--- src/rtl/matrix_coef_loader.sv ---
// Coefficient loader for a 3x3 sign-magnitude matrix: words fill a shadow bank and are swapped into the active bank on frame_sync.
// Optional trailing XOR checksum word is enabled by defining COEF_CHECKSUM_EN.
module matrix_coef_loader #(
  parameter int MSIZE = 9,
  parameter int UNITY = 128
) (
  input  logic             clock,
  input  logic             rst_n,
  input  logic             load_start,
  input  logic [MSIZE-1:0] coef_in,
  input  logic             coef_valid,
  output logic             coef_ready,
  input  logic             frame_sync,
  output logic [MSIZE-1:0] M00,
  output logic [MSIZE-1:0] M01,
  output logic [MSIZE-1:0] M02,
  output logic [MSIZE-1:0] M10,
  output logic [MSIZE-1:0] M11,
  output logic [MSIZE-1:0] M12,
  output logic [MSIZE-1:0] M20,
  output logic [MSIZE-1:0] M21,
  output logic [MSIZE-1:0] M22,
  output logic             upd_done,
  output logic             busy,
  output logic             err
);

`ifdef COEF_CHECKSUM_EN
  typedef enum logic [1:0] {IDLE, LOAD, CHK, PEND} state_t;
`else
  typedef enum logic [1:0] {IDLE, LOAD, PEND} state_t;
`endif

  localparam logic [MSIZE-1:0] UNITY_W = MSIZE'(UNITY);
  localparam logic [MSIZE-1:0] NEG_ZERO = {1'b1, {(MSIZE-1){1'b0}}};

  state_t           state_q, state_d;
  logic [3:0]       idx_q;
  logic [MSIZE-1:0] shadow_q [9];
  logic [MSIZE-1:0] active_q [9];
  logic             upd_q;
  logic             accept;
  logic             lastWord;
  logic [MSIZE-1:0] normWord;

  assign accept   = coef_valid && coef_ready;
  assign lastWord = (idx_q == 4'd8);
  assign normWord = (coef_in == NEG_ZERO) ? '0 : coef_in;

`ifdef COEF_CHECKSUM_EN
  logic [MSIZE-1:0] csum_q;
  logic             err_q;
  logic             csumOk;
  assign csumOk = (coef_in == csum_q);
  assign err    = err_q;
`else
  assign err = 1'b0;
`endif

  always_ff @(posedge clock or negedge rst_n) begin
    if (!rst_n) state_q <= IDLE;
    else        state_q <= state_d;
  end

  // load_start restarts from any state and beats a word accepted in the same cycle
  always_comb begin
    state_d = state_q;
    if (load_start) begin
      state_d = LOAD;
    end else begin
      case (state_q)
`ifdef COEF_CHECKSUM_EN
        LOAD:    if (accept && lastWord) state_d = CHK;
        CHK:     if (accept) state_d = csumOk ? PEND : IDLE;
`else
        LOAD:    if (accept && lastWord) state_d = PEND;
`endif
        PEND:    if (frame_sync) state_d = IDLE;
        default: state_d = state_q;
      endcase
    end
  end

  always_comb begin
    coef_ready = 1'b0;
    busy       = 1'b0;
    case (state_q)
      LOAD: begin coef_ready = 1'b1; busy = 1'b1; end
`ifdef COEF_CHECKSUM_EN
      CHK:  begin coef_ready = 1'b1; busy = 1'b1; end
`endif
      PEND: busy = 1'b1;
      default: ;
    endcase
  end

  // Both banks come out of reset as the identity so a dropped load can never swap in garbage
  always_ff @(posedge clock or negedge rst_n) begin
    if (!rst_n) begin
      idx_q <= '0;
      upd_q <= 1'b0;
      for (int i = 0; i < 9; i++) begin
        shadow_q[i] <= (i == 0 || i == 4 || i == 8) ? UNITY_W : '0;
        active_q[i] <= (i == 0 || i == 4 || i == 8) ? UNITY_W : '0;
      end
`ifdef COEF_CHECKSUM_EN
      csum_q <= '0;
      err_q  <= 1'b0;
`endif
    end else begin
      upd_q <= 1'b0;
      if (load_start) begin
        idx_q <= '0;
`ifdef COEF_CHECKSUM_EN
        csum_q <= '0;
        err_q  <= 1'b0;
`endif
      end else begin
        if (state_q == LOAD && accept) begin
          shadow_q[idx_q] <= normWord;
          idx_q           <= lastWord ? 4'd0 : idx_q + 4'd1;
`ifdef COEF_CHECKSUM_EN
          csum_q <= csum_q ^ coef_in;
`endif
        end
`ifdef COEF_CHECKSUM_EN
        if (state_q == CHK && accept && !csumOk) err_q <= 1'b1;
`endif
        if (state_q == PEND && frame_sync) begin
          active_q <= shadow_q;
          upd_q    <= 1'b1;
        end
      end
    end
  end

  assign upd_done = upd_q;
  assign M00 = active_q[0];
  assign M01 = active_q[1];
  assign M02 = active_q[2];
  assign M10 = active_q[3];
  assign M11 = active_q[4];
  assign M12 = active_q[5];
  assign M20 = active_q[6];
  assign M21 = active_q[7];
  assign M22 = active_q[8];

endmodule

--- config.mk ---
export PLATFORM = sky130hd
export DESIGN_NAME = matrix_coef_loader
export DESIGN_NICKNAME = d
export VERILOG_FILES = /design/src/rtl/matrix_coef_loader.sv
export SDC_FILE = /design/constraint.sdc
export NUM_CORES = 1
export LEC_CHECK = 0
export CAP_MARGIN = 40
export CORE_ASPECT_RATIO = 1.75
export CORE_MARGIN = 1.5
export CORE_UTILIZATION = 58
export DETAILED_ROUTE_END_ITERATION = 12
export GPL_TIMING_DRIVEN = 0
export PLACE_DENSITY = 0.85
export SLEW_MARGIN = 5
export SYNTH_ARGS = -nofsm -noshare
export SYNTH_HDL_FRONTEND = slang
export SYNTH_SLANG_ARGS = --single-unit
--- constraint.sdc ---
create_clock -name clock -period 5.85 [get_ports clock]
set_clock_uncertainty 0.15 [all_clocks]
set_input_delay 0.585 -clock clock [delete_from_list [all_inputs] [get_ports clock]]
set_output_delay 0.585 -clock clock [all_outputs]
set_load 0.005 [all_outputs]
* After elaboration in Yosys (flattened, before gate mapping)
Index checks and enable logic that the tools add are counted.
Word-level totals: flip-flop bits (word level) 169, input bits 14, logic and storage cells 58
Cells by class: eq/ne operators 6, add/subtract/negate cells 1, reductions and logical operators 11, multiplexer cells 15, $lt $le $gt $ge 2, bitwise gates (word level) 2
Operators by type and width (number):
- $bwmux 81 | 1
- $demux 9 s4 | 1
- $mux 9 | 2
- $mux 4 | 3
- $eq 9x9->1 const B | 1
- $mux 2 | 3
- $ne 3x3->1 const B | 2
- $ge 5x5->1 const B | 1
- $logic_and 1x1->1 | 5
- $lt 5x1->1 const B | 1
- $not 4->5 | 1
- $add 4x1->4 const B | 1
- $eq 4x4->1 const B | 1
- $mux 1 | 4
- $pmux 2 s2 | 1
- $reduce_and 2->1 | 2
- $reduce_and 3->1 | 1
- $reduce_bool 3->1 | 1
- $eq 2x1->1 const B | 1
- $eq 2x2->1 const B | 1
- $reduce_bool 2->1 | 1
- $reduce_or 2->1 | 1
- $not 1->1 | 1

* Logic depth before layout (Yosys ltp)
word-level depth 7, mapped depth 6, gate-level depth less buffers 5

* Worst setup path after synthesis
OpenSTA, ideal clock, no wires.
path type flip-flop to flip-flop, start point register state_q[1], end point register shadow_q[62] in the netlist's numbering, arrival 1.781 ns, path slack 3.792 ns, stages on the path, launching flop included 7, period minus slack after synthesis 2.058 ns, data required time 5.572 ns, path buffers 1, path through dfrtp_1 -> inv_1 -> ha_1 -> nand2_4 -> or4_4 -> buf_6 -> mux2_1
On the way: word-level cells in the longest chain between the ends 5
Ends and longest elaborated chain:
- start: declaration | RTL line 37 | state_t state_q, state_d;
- start signal: assignment | RTL line 62 | else state_q <= state_d;
- $eq 2x1->1 | RTL line 87 | case (state_q)
- $mux 1 | RTL line 87
- net coef_ready | RTL line 12 | output logic coef_ready,
- $logic_and 1x1->1 | RTL line 46 | assign accept = coef_valid && coef_ready;
- $logic_and 1x1->1 | RTL line 119 | if (state_q == LOAD && accept) begin
- $reduce_and 2->1 (no line)
- end signal: indexed assignment | RTL line 103 | shadow_q[i] <= (i == 0 || i == 4 || i == 8) ? UNITY_W : '0;
- end signal: indexed assignment | RTL line 120 | shadow_q[idx_q] <= normWord;
- end: declaration | RTL line 39 | logic [MSIZE-1:0] shadow_q [9];
The timed path passes the listed nets, and every way through them passes these cells. A chain may end at the register's enable or synchronous reset.

* Worst setup path after layout
start point register state_q[1], end point output coef_ready
On the way: word-level cells in the longest chain between the ends 2
Ends and longest elaborated chain (RTL line):
- $eq 2x1->1 | 87
- $mux 1 | 87
- end: declaration | 12
Every way passes these cells.

==> metrics <==
outcome=completed; Post-Syn Nets=429; DRC=0; crit end category=primary output; htree depth=4; Leak Pwr=4.05 nW; max_cap viols=0; detailed placement HPWL=between 8000 and 9000 µm; vias in the first global route=between 4000 and 5000; drt initial violations=155; Tightest Pin Transition=0.737 ns; TritonCTS buffer count=17; area grow syn2layout=25.0%; Tcrit/Tclk final=43.5%; clk_lat worst skew=0.41 ns; Vias/cell=5.63; critical path fanouts, max=8; cell count after placement=approximately 630; Post-Layout Cell Count=664; Die Width=83.8 µm; synth warn=0; pin count of the biggest net entering global routing=approximately 100; CTS clk-pin slew, worst paths=0.06 ns; Pwr Density=315 nW/µm²; synth unique cells=39; Setup WS pre-CTS=2.99 ns; max-slew violations=0; # setup viols final=0; Die Ht=about 140 µm; clock sinks=169; DR pass1 iterations=4; # IOs=99; GR Overflow Total=0; number of flops mapped to enable cells by yosys=0; worst hold path class=flip-flop to flip-flop; Longest Clk Path Bufs=2; cells after synthesis=around 400; Final nets=~540; port bufs=between 80 and 90; RSZ-0062 raised after global routing=no; diodes inserted=0; CTS tree=yes; Clock Tree Root=clkbuf_16; critical path required time=just over 5 ns; Synth Register Bits=169; Post-CTS Setup Inserts=0; synthesized cell area=6620 µm²; first-pass GRT wire length=~22000 µm; Synth async-reset ratio=100%; RePlAce Congestion=0.788; final instance area=8280 µm²; Core Region=11100 µm²; Placement Cell Area=roughly 7700 µm²; Worst slew margin=50.8%; min Tclk post-route=2.55 ns; share of post-route cells with drive strength above 1=around two fifths; critical path's largest stage delay=0.57 ns; WL/cell=20.7 µm; setup TNS=0 ns; row count=51; most common cell after layout, fill and taps aside=dfrtp_1; Worst Setup Start Kind=flip-flop; Worst Slack Setup Final=3.30 ns; CP max stage cell=clkdlybuf4s50_1; worst vdd ir=between 0.0002 and 0.00025 V; number of antenna violations at the first check in global routing=0; Vias=3741; FF/Latch Area=4240 µm²; Fmax=393 MHz; crit path DAT=1.81 ns; Resized cells post-CTS=0; register area share after synthesis=64.0%; CP cell instances=inv_1 -> ha_1 -> clkdlybuf4s50_1; CP Class=flip-flop to primary output; multi-input logic area=around 2200 µm²; die area=12100 µm²; GRT Util Overall=24.1%; most frequent cells in the layout=163 x dfrtp_1, 144 x mux2_2, 88 x clkdlybuf4s50_1; top_reg_cell synth=dfrtp_1; antenna-violating nets left=0; Mapped Avg Cell Area=16.2 µm²; initial core utilization=between 50% and 60%; Fill cells=704; final WL=about 14000 µm; final hold vios=0
==> what timing repair did <==
action,CTS,global route
hold buffers,1,0
endpoints found under the setup margin,0,0
endpoints found under the hold margin,68,0
==> metal layers <==
metal / up-vias / GRT usage, % / part of all wire [%]
met4: 0 / 10.4 / 2.3
met3: 25 / 4.62 / 3.5
met1: 1950 / 29.5 / 39
met2: 100 / 41.7 / 55
met5: - / 0 / 0
li1: 1666 / - / -
==> worst max-delay path, delay by kind of cell (launching register included) <==
kind	cells	cell delay, ns
fa+ha+maj	1	0.36
buf+inv	2	0.65
flops	1	0.39
==> stage by stage <==
step                      hold slack (ns)  power, mW  utilization, %
final                               0.340       2.61            74.5
after global routing                0.367       2.71            74.5
after CTS                           0.344       2.62            74.5
after detailed placement            0.330       1.58            69.4
after global placement              0.320       1.56            69.1
after floorplan                     0.139       1.50               -
==> cells by family (layout without fill, tap and decap cells) <==
family | count (synthesis) | in the layout | synth area share [%]
AO/OA/AOI/OAI | 7 | 7 | 0.662
XOR/XNOR | 1 | 1 | 0.132
adder cells (fa/ha/maj) | 6 | 6 | 1.13
buffers and inverters | 31 | 154 | 2.29
flip-flops | 169 | 169 | 64.0
multiplexers | 163 | 163 | 28.2
other | 1 | 1 | 0.0567
AND/OR/NAND/NOR | 31 | 31 | 3.55
==> worst paths after layout <==
kind	startpoint	end	slack, ns	cells after the start
max in group asynchronous	rst_n	M00[7]$_DFFE_PN1P_	4.11	3
setup / recovery	state_q[1]$_DFFE_PN0P_	coef_ready	3.30	3
hold reg to reg	shadow_q[75]$_DFFE_PN0P_	shadow_q[75]$_DFFE_PN0P_	0.34	1
setup reg to reg	state_q[0]$_DFFE_PN0P_	M22[0]$_DFFE_PN0P_	3.53	6
min in group asynchronous	rst_n	shadow_q[4]$_DFFE_PN0P_	0.56	2
hold / removal	shadow_q[75]$_DFFE_PN0P_	shadow_q[75]$_DFFE_PN0P_	0.34	1
==> report_power, final <==
| part | internal [mW] | switching, mW |
|---|---|---|
| Clock | 0.581 | 0.459 |
| Sequential | 1.29 | 0.0670 |
| Combinational | 0.120 | 0.0941 |
==> sequential cells by signal, summed over array words and instances, names as in the netlist <==
register,flops
M22,9
M01,9
M00,9
M11,9
state_q,2
M12,9
M21,9
M10,9
idx_q,4
M02,9
upd_done,1
M20,9
shadow_q,81
==> layout make-up <==
cell class | instances | area share (%)
Sequential cell | 169 | 51.2
Multi-Input combinational cell | 209 | 27.0
Timing Repair Buffer | 91 | 11.3
Clock buffer | 20 | 5.64
Tap cell | 132 | 2.00
Buffer | 25 | 1.56
Clock inverter | 12 | 1.12
Inverter | 6 | 0.272
==> Yosys cell counts (2+ instances only) <==
cell type  instances  area (µm²)
a21oi_1            3        15.0
and3_1             2        12.5
buf_1              2        7.51
buf_2             13        65.1
buf_4              2        15.0
clkbuf_1           4        15.0
clkbuf_2           3        15.0
dfrtp_1          163        4080
dfstp_2            6         158
ha_1               6        75.1
inv_1              6        22.5
mux2_1            10         113
mux2_2           144        1620
mux2_4             8         120
nand2_1            3        11.3
nand3_1            4        20.0
nand3b_1           4        30.0
nand4b_1           2        17.5
nor2_2             2        12.5
nor4_1             2        12.5
or3_2              2        15.0
No activity file was read; power rests on OpenSTA's default activity.
